### src/rtl/freq_meter.sv
// freq_meter: gated-window frequency counter, one count of sig_in rising edges per GATE_CYCLES window.
// Defining FREQ_METER_BCD_EN adds a sequential double-dabble converter that drives bcd/bcd_valid.
module freq_meter #(
    parameter int unsigned GATE_CYCLES = 50000000,
    parameter int unsigned CNT_W       = 27
) (
    input  logic             clk_50MHz,
    input  logic             rst,
    input  logic             sig_in,
    input  logic             en,
    output logic [CNT_W-1:0] freq,
    output logic             valid,
    output logic             ovf,
    output logic             busy,
    output logic [31:0]      bcd,
    output logic             bcd_valid
);
    localparam int unsigned       GATE_W    = $clog2(GATE_CYCLES);
    localparam logic [GATE_W-1:0] GATE_LAST = GATE_W'(GATE_CYCLES - 1);
    localparam logic [CNT_W-1:0]  CNT_MAX   = '1;

    typedef enum logic {IDLE, GATE} state_t;

    state_t            r_state, w_state_nxt;
    logic              r_sync1, r_sync2, r_sync3, r_edge;
    logic [GATE_W-1:0] r_gate_cnt, w_gate_cnt_nxt;
    logic [CNT_W-1:0]  r_edge_cnt, w_edge_cnt_nxt;
    logic              r_ovf_pend, w_ovf_pend_nxt;
    logic              w_win_end;
    logic [CNT_W:0]    w_sum;
    logic              w_sum_sat;
    logic [CNT_W-1:0]  w_res;
    logic              w_res_ovf;
    logic [CNT_W-1:0]  r_res;
    logic              r_res_ovf, r_res_rdy;

    // Window FSM: the closing cycle's edge is folded into the published result.
    always_comb begin
        w_state_nxt    = r_state;
        w_gate_cnt_nxt = r_gate_cnt;
        w_edge_cnt_nxt = r_edge_cnt;
        w_ovf_pend_nxt = r_ovf_pend;
        w_win_end      = 1'b0;
        w_sum          = {1'b0, r_edge_cnt} + (CNT_W+1)'(r_edge);
        w_sum_sat      = (w_sum >= {1'b0, CNT_MAX});
        w_res          = w_sum_sat ? CNT_MAX : w_sum[CNT_W-1:0];
        w_res_ovf      = r_ovf_pend | w_sum_sat;
        case (r_state)
            IDLE: begin
                w_gate_cnt_nxt = '0;
                w_edge_cnt_nxt = '0;
                w_ovf_pend_nxt = 1'b0;
                if (en) w_state_nxt = GATE;
            end
            GATE: begin
                if (r_gate_cnt == GATE_LAST) begin
                    w_win_end      = 1'b1;
                    w_gate_cnt_nxt = '0;
                    w_edge_cnt_nxt = '0;
                    w_ovf_pend_nxt = 1'b0;
                    if (!en) w_state_nxt = IDLE;
                end else if (!en) begin
                    w_state_nxt    = IDLE;
                    w_gate_cnt_nxt = '0;
                    w_edge_cnt_nxt = '0;
                    w_ovf_pend_nxt = 1'b0;
                end else begin
                    w_gate_cnt_nxt = r_gate_cnt + GATE_W'(1);
                    w_edge_cnt_nxt = w_res;
                    w_ovf_pend_nxt = w_res_ovf;
                end
            end
            default: w_state_nxt = IDLE;
        endcase
    end

    // Result is staged one cycle so freq, ovf and valid change on the same edge.
    always_ff @(posedge clk_50MHz) begin
        if (rst) begin
            r_state    <= IDLE;
            r_sync1    <= 1'b0;
            r_sync2    <= 1'b0;
            r_sync3    <= 1'b0;
            r_edge     <= 1'b0;
            r_gate_cnt <= '0;
            r_edge_cnt <= '0;
            r_ovf_pend <= 1'b0;
            r_res      <= '0;
            r_res_ovf  <= 1'b0;
            r_res_rdy  <= 1'b0;
            freq       <= '0;
            ovf        <= 1'b0;
            valid      <= 1'b0;
            busy       <= 1'b0;
        end else begin
            r_sync1    <= sig_in;
            r_sync2    <= r_sync1;
            r_sync3    <= r_sync2;
            r_edge     <= r_sync2 & ~r_sync3;
            r_state    <= w_state_nxt;
            r_gate_cnt <= w_gate_cnt_nxt;
            r_edge_cnt <= w_edge_cnt_nxt;
            r_ovf_pend <= w_ovf_pend_nxt;
            r_res_rdy  <= w_win_end;
            if (w_win_end) begin
                r_res     <= w_res;
                r_res_ovf <= w_res_ovf;
            end
            valid <= r_res_rdy;
            if (r_res_rdy) begin
                freq <= r_res;
                ovf  <= r_res_ovf;
            end
            busy <= (r_state == GATE);
        end
    end

`ifdef FREQ_METER_BCD_EN
    localparam int unsigned BCD_MAX = 99999999;
    localparam int unsigned CMP_W   = (CNT_W > 27) ? CNT_W : 27;
    localparam int unsigned DD_W    = $clog2(CNT_W + 1);

    typedef enum logic {CONV_IDLE, CONV_SHIFT} conv_t;

    conv_t            r_conv, w_conv_nxt;
    logic [CNT_W-1:0] r_dd_bin, w_dd_bin_nxt, w_dd_load;
    logic [31:0]      r_dd_bcd, w_dd_bcd_nxt, w_dd_adj;
    logic [DD_W-1:0]  r_dd_cnt, w_dd_cnt_nxt;
    logic [31:0]      w_bcd_nxt;
    logic             w_bcd_valid_nxt;

    // Double dabble: add-3 on digits >= 5, then shift one binary bit in; a new result restarts it.
    always_comb begin
        w_conv_nxt      = r_conv;
        w_dd_bin_nxt    = r_dd_bin;
        w_dd_bcd_nxt    = r_dd_bcd;
        w_dd_cnt_nxt    = r_dd_cnt;
        w_bcd_nxt       = bcd;
        w_bcd_valid_nxt = 1'b0;
        w_dd_load       = (CMP_W'(r_res) > CMP_W'(BCD_MAX)) ? CNT_W'(BCD_MAX) : r_res;
        w_dd_adj        = r_dd_bcd;
        for (int i = 0; i < 8; i++) begin
            if (r_dd_bcd[4*i +: 4] >= 4'd5) w_dd_adj[4*i +: 4] = r_dd_bcd[4*i +: 4] + 4'd3;
        end
        if (r_res_rdy) begin
            w_conv_nxt   = CONV_SHIFT;
            w_dd_bin_nxt = w_dd_load;
            w_dd_bcd_nxt = '0;
            w_dd_cnt_nxt = '0;
        end else begin
            case (r_conv)
                CONV_IDLE: ;
                CONV_SHIFT: begin
                    if (r_dd_cnt == DD_W'(CNT_W)) begin
                        w_bcd_nxt       = r_dd_bcd;
                        w_bcd_valid_nxt = 1'b1;
                        w_conv_nxt      = CONV_IDLE;
                    end else begin
                        w_dd_bcd_nxt = {w_dd_adj[30:0], r_dd_bin[CNT_W-1]};
                        w_dd_bin_nxt = r_dd_bin << 1;
                        w_dd_cnt_nxt = r_dd_cnt + DD_W'(1);
                    end
                end
                default: w_conv_nxt = CONV_IDLE;
            endcase
        end
    end

    always_ff @(posedge clk_50MHz) begin
        if (rst) begin
            r_conv    <= CONV_IDLE;
            r_dd_bin  <= '0;
            r_dd_bcd  <= '0;
            r_dd_cnt  <= '0;
            bcd       <= '0;
            bcd_valid <= 1'b0;
        end else begin
            r_conv    <= w_conv_nxt;
            r_dd_bin  <= w_dd_bin_nxt;
            r_dd_bcd  <= w_dd_bcd_nxt;
            r_dd_cnt  <= w_dd_cnt_nxt;
            bcd       <= w_bcd_nxt;
            bcd_valid <= w_bcd_valid_nxt;
        end
    end
`else
    assign bcd       = '0;
    assign bcd_valid = 1'b0;
`endif

endmodule

### config.mk
export PLATFORM = sky130hd
export DESIGN_NAME = freq_meter
export DESIGN_NICKNAME = d
export VERILOG_FILES = /design/src/rtl/freq_meter.sv
export SDC_FILE = /design/constraint.sdc
export NUM_CORES = 1
export LEC_CHECK = 0
export CAP_MARGIN = 30
export CORE_ASPECT_RATIO = 0.7
export CORE_MARGIN = 5
export CORE_UTILIZATION = 55
export DETAILED_ROUTE_END_ITERATION = 16
export MAX_ROUTING_LAYER = met4
export PLACE_DENSITY = 0.91
export SLEW_MARGIN = 15
export SYNTH_ARGS = -nofsm -noshare
export SYNTH_HDL_FRONTEND = slang
export SYNTH_SLANG_ARGS = --single-unit
### constraint.sdc
create_clock -name clk_50MHz -period 2.6 [get_ports clk_50MHz]
set_clock_uncertainty 0.2 [all_clocks]
set_input_delay 0.39 -clock clk_50MHz [delete_from_list [all_inputs] [get_ports clk_50MHz]]
set_output_delay 0.39 -clock clk_50MHz [all_outputs]
set_load 0.1 [all_outputs]
# [Yosys cells after proc, flatten, opt, wreduce, memory -nomap -nowiden]
# Cells that the tools add are included.
[word_totals] reg_bits=118
[op_classes] add_sub_neg=2 n_lt_le_gt_ge=1 eq_ne=1 n_mux=13 n_bitwise=4
[op_table] cell="$mux 27" count=3
[op_table] cell="$pmux 27 s2" count=1
[op_table] cell="$mux 26" count=2
[op_table] cell="$pmux 26 s2" count=1
[op_table] cell="$add 27x1->28" count=1
[op_table] cell="$ge 28x27->1 const B" count=1
[op_table] cell="$add 26x1->26 const B" count=1
[op_table] cell="$eq 26x26->1 const B" count=1
[op_table] cell="$mux 1" count=5
[op_table] cell="$not 1->1" count=2
[op_table] cell="$pmux 1 s2" count=1
[op_table] cell="$and 1x1->1" count=1
[op_table] cell="$or 1x1->1" count=1

# [Logic depth before layout (Yosys ltp)]
[depth] ltp_word=6 depth_mapped=8 mapped_depth_nobuf=8

# [Worst setup path after synthesis]
# Ideal clock, no wire load.
[synth_timing] path_kind="reg2reg" start="register r_edge" end="register r_res[17]" arrival_ps=1892 required_time_ps=2312 slack_ps=420 path_stages_with_launch=8 cell_sequence="dfxtp_1 ha_1 and2_1 clkbuf_1 nand3_2 or4_4 and2_1 a311oi_2"
[synth_between] elab_chain_cells=3
[synth_rtl] element="start: declaration" line_no="25" text="logic r_sync1, r_sync2, r_sync3, r_edge;"
[synth_rtl] element="start signal: assignment" line_no="99" text="r_edge <= r_sync2 & ~r_sync3;"
[synth_rtl] element="$add 27x1->28 (*)" line_no="44" text="w_sum = {1'b0, r_edge_cnt} + (CNT_W+1)'(r_edge);"
[synth_rtl] element="$ge 28x27->1" line_no="45" text="w_sum_sat = (w_sum >= {1'b0, CNT_MAX});"
[synth_rtl] element="$mux 27 (*)" line_no="46" text="w_res = w_sum_sat ? CNT_MAX : w_sum[CNT_W-1:0];"
[synth_rtl] element="end signal: assignment" line_no="106" text="r_res <= w_res;"
[synth_rtl] element="end: declaration" line_no="34" text="logic [CNT_W-1:0] r_res;"
# Mark *: on every way between the ends. The rest lies on a longest branch, timed or not.
# A chain may end at the register's enable or synchronous reset.

# [Final worst setup path]
[layout_timing] start="register r_edge_cnt[5]" end="register r_edge_cnt[25]"
[layout_between] elab_chain_cells=6
[layout_rtl] element="start: declaration" line_no="27" text="logic [CNT_W-1:0] r_edge_cnt, w_edge_cnt_nxt;"
[layout_rtl] element="start signal: assignment" line_no="102" text="r_edge_cnt <= w_edge_cnt_nxt;"
[layout_rtl] element="$add 27x1->28 (*)" line_no="44"
[layout_rtl] element="$ge 28x27->1" line_no="45"
[layout_rtl] element="$mux 27 (*)" line_no="46"
[layout_rtl] element="$mux 27 (*)" line_no="62" text="end else if (!en) begin"
[layout_rtl] element="$mux 27 (*)" line_no="56" text="if (r_gate_cnt == GATE_LAST) begin"
[layout_rtl] element="$pmux 27 s2 (*)" line_no="48" text="case (r_state)"
# Marks and branches as above.

==> results.py <==
metrics = {
    "yosys": {
        "syn-instance-count": 569,
        "synth_warnings": 0,
        "ys_types": 60,
        "async_flop_share_pct": 0,
        "seq_area_frac_synth_pct": 44.4,
        "syn_area_um2": 5330,
        "syn_avg_cell_area_um2": 9.36,
        "synth_edf_count": 0,
        "ys_seq_elements": 118,
        "synthFlopType": "dfxtp_1",
    },
    "cts": {
        "postCtsSetupBuffers": 0,
        "cts-root-buf": "clkbuf_16",
        "cts_made_buffers": 17,
        "cts_sinks": 118,
        "cts.reportedPaths.clkPinSlew_ns": 0.05,
        "insertion_delay_ns": 0.41,
        "cts_buffer_depth": 2,
        "cts_tree": "built",
        "h-tree-depth": 4,
    },
    "sta": {
        "fmax_mhz": 408,
        "fin_crit_sh_pct": 94.2,
        "worst_pin_slew_ns": 0.751,
        "layout_min_cycle_time_ns": 2.45,
        "rsz0062_at_grt": "false",
        "slew_headroom_pct": 49.9,
        "hold_ws_ns": 0.226,
        "hold_viol": 0,
        "tns_ns": 0,
        "setup_viol": 0,
        "maxSlewViolCount": 0,
    },
    "finish": {
        "drive_gt1_share_pct": 18.4,
        "syn_to_final_growth_pct": 16.3,
        "n_antenna_cell": 0,
        "fin_cells": 747,
        "final_nets": 614,
        "nFillCells": 761,
        "utilization_pct": 64.7,
    },
    "die": {
        "die_area_um2": 11800,
        "die_h_um": 92.3,
        "dieWidth_um": 128,
        "core-area_um2": 9570,
        "pin_count": 67,
        "row_count": 30,
        "initial_core_util_pct": 55.6,
    },
    "routing": {
        "first_iter_violations": 216,
        "dr.pass1.iters": 4,
        "final_antenna_net_count": 0,
        "drt_wl_total_um": 11400,
        "post_drt_via_cell_ratio": 5.47,
        "wire_per_inst_um": 15.2,
        "num_vias": 4085,
        "drc": 0,
    },
    "setup_path": {
        "crit_path_end_kind": "flip-flop",
        "reg2reg_slack_ns": 0.15,
        "critPathArrivalTime_ns": 2.55,
        "criticalPathCategory": "reg2reg",
        "critPathRequiredTime_ns": 2.70,
        "worstPathMaxFanout": 8,
        "rr_worst_depth": 5,
        "start_kind": "flip-flop",
    },
    "global_route": {
        "grt_pass1_wl_um": 19100,
        "track_usage_pct": 20.8,
        "grt_start_max_net_pins": 64,
        "grt_pass1_vias": 3879,
        "antenna_found_initial": 0,
        "globalRouteOverflowTotal": 0,
    },
    "pwr": {
        "leakage_nw": 2.16,
        "max-vdd-ir-drop_uv": 487,
        "power_density_nw_per_um2": 698,
    },
    "place": {
        "place_inst": 714,
        "gp_congestion": 0.963,
        "io_buffers": 33,
        "dp_hpwl_um": 7850,
    },
    "worst_hold_path": {
        "holdCritPathClass": "reg2reg",
        "worstHoldPathCells": 1,
    },
    "flow_run": {
        "maxCapViolations": 0,
    },
    "run_status": {
        "status": "finished, final reports clean",
    },
}
[cells by family (layout without fill, tap and decap cells)]
logic type / after synthesis / in the layout / synth area share, %
AO/OA/AOI/OAI: 56 / 56 / 9.54
XOR/XNOR: 42 / 42 / 6.91
adder cells (fa/ha/maj): 4 / 4 / 0.940
buffers and inverters: 66 / 84 / 8.01
flip-flops: 118 / 118 / 44.4
multiplexers: 31 / 31 / 5.87
other: 1 / 33 / 0.0704
AND/OR/NAND/NOR: 251 / 251 / 24.3
[power breakdown]
part	total, mW	switching (mW)	internal (mW)
Combinational	0.253	0.241	0.0118
Clock	2.25	0.791	1.46
Sequential	1.82	0.00208	1.81
Total	4.32	1.03	3.29
[cells in the mapped netlist, types with 3 or more instances]
master	n	share of area (%)
and3_1	6	0.70
mux2i_1	29	5.5
nand2_1	33	2.3
nor2_1	123	8.7
a211oi_2	9	2.1
nor2b_1	7	0.82
nor4_1	6	0.70
nand4_1	12	1.4
and4_1	6	0.99
xor2_1	19	3.1
inv_1	4	0.28
nand3_1	17	1.6
ha_1	4	0.94
dfxtp_1	118	44
xnor2_1	23	3.8
nand3_2	3	0.56
a21oi_1	15	1.4
clkbuf_1	12	0.85
buf_4	42	5.9
nor3_1	6	0.56
a311oi_2	10	2.8
and2_1	3	0.35
buf_2	5	0.47
a211oi_1	5	0.70
o21ai_0	4	0.38
nor4b_1	3	0.49
[sequential cells by signal, indices dropped and copies added, names as in the netlist, 26 cells and up]
signal      count
freq           27
r_edge_cnt     27
r_res          27
r_gate_cnt     26
[final timing paths]
kind,from,end
max reg2reg,r_edge_cnt[5],r_edge_cnt[25]
max,r_edge_cnt[5],r_edge_cnt[25]
min,r_sync3,r_edge
min reg2reg,r_sync3,r_edge
[critical path, cell delays in order (launching register included)]
cell and delay (ns):
dfxtp_1 0.51, and4_1 0.30, nand3_2 0.23, nor4_1 0.51, mux2_2 0.41, and4b_1 0.18
[layout by cell type, fill, tap and decap left out, drive strengths merged, types with 5 or more instances in the layout]
master,instances
nor2,124
dfxtp,118
buf,45
nand2,33
conb,33
mux2i,29
clkbuf,25
xnor2,23
nand3,20
xor2,19
a21oi,15
nand4,14
a211oi,14
a311oi,10
nor4,8
nor3,8
nor2b,7
and4,6
and3,6
o21ai,5
[repair_timing]
action                                 4_1_cts  5_1_grt
endpoints found under the hold margin        1        0
gates resized for setup                      0        0
hold buffers                                 1        0
[final cells by class]
cell class	count	area, µm²	area share, %
inverters	4	15.0	0.242
flip-flops and latches	118	2360	38.1
well taps	128	160	2.59
clock inverters	7	67.6	1.09
repair buffers	48	415	6.71
clock buffers	25	515	8.32
multi-input cells	417	2660	42.9
[routing by layer]
metal  routed length (µm)  part of all wire [%]  up-vias  global-route usage, %
li1                     -                     -     1975                      -
met1                 5210                    46     1949                   27.0
met2                 5300                    47      146                   31.4
met3                  745                   6.5       15                   5.88
met4                  124                   1.1        0                   7.07
met5                    0                     0        -                      -
[per-stage QoR]
stage	worst slack (ns)	cell area [µm²]	power [mW]
finish	0.152	6190	4.32
global route	0.0579	6190	4.45
CTS	0.215	6190	4.35
detailed placement	0.229	5600	2.10
global placement	0.320	5600	2.10
floorplan	0.420	5450	2.13
Note: power is estimated with default switching activity, not from simulation.
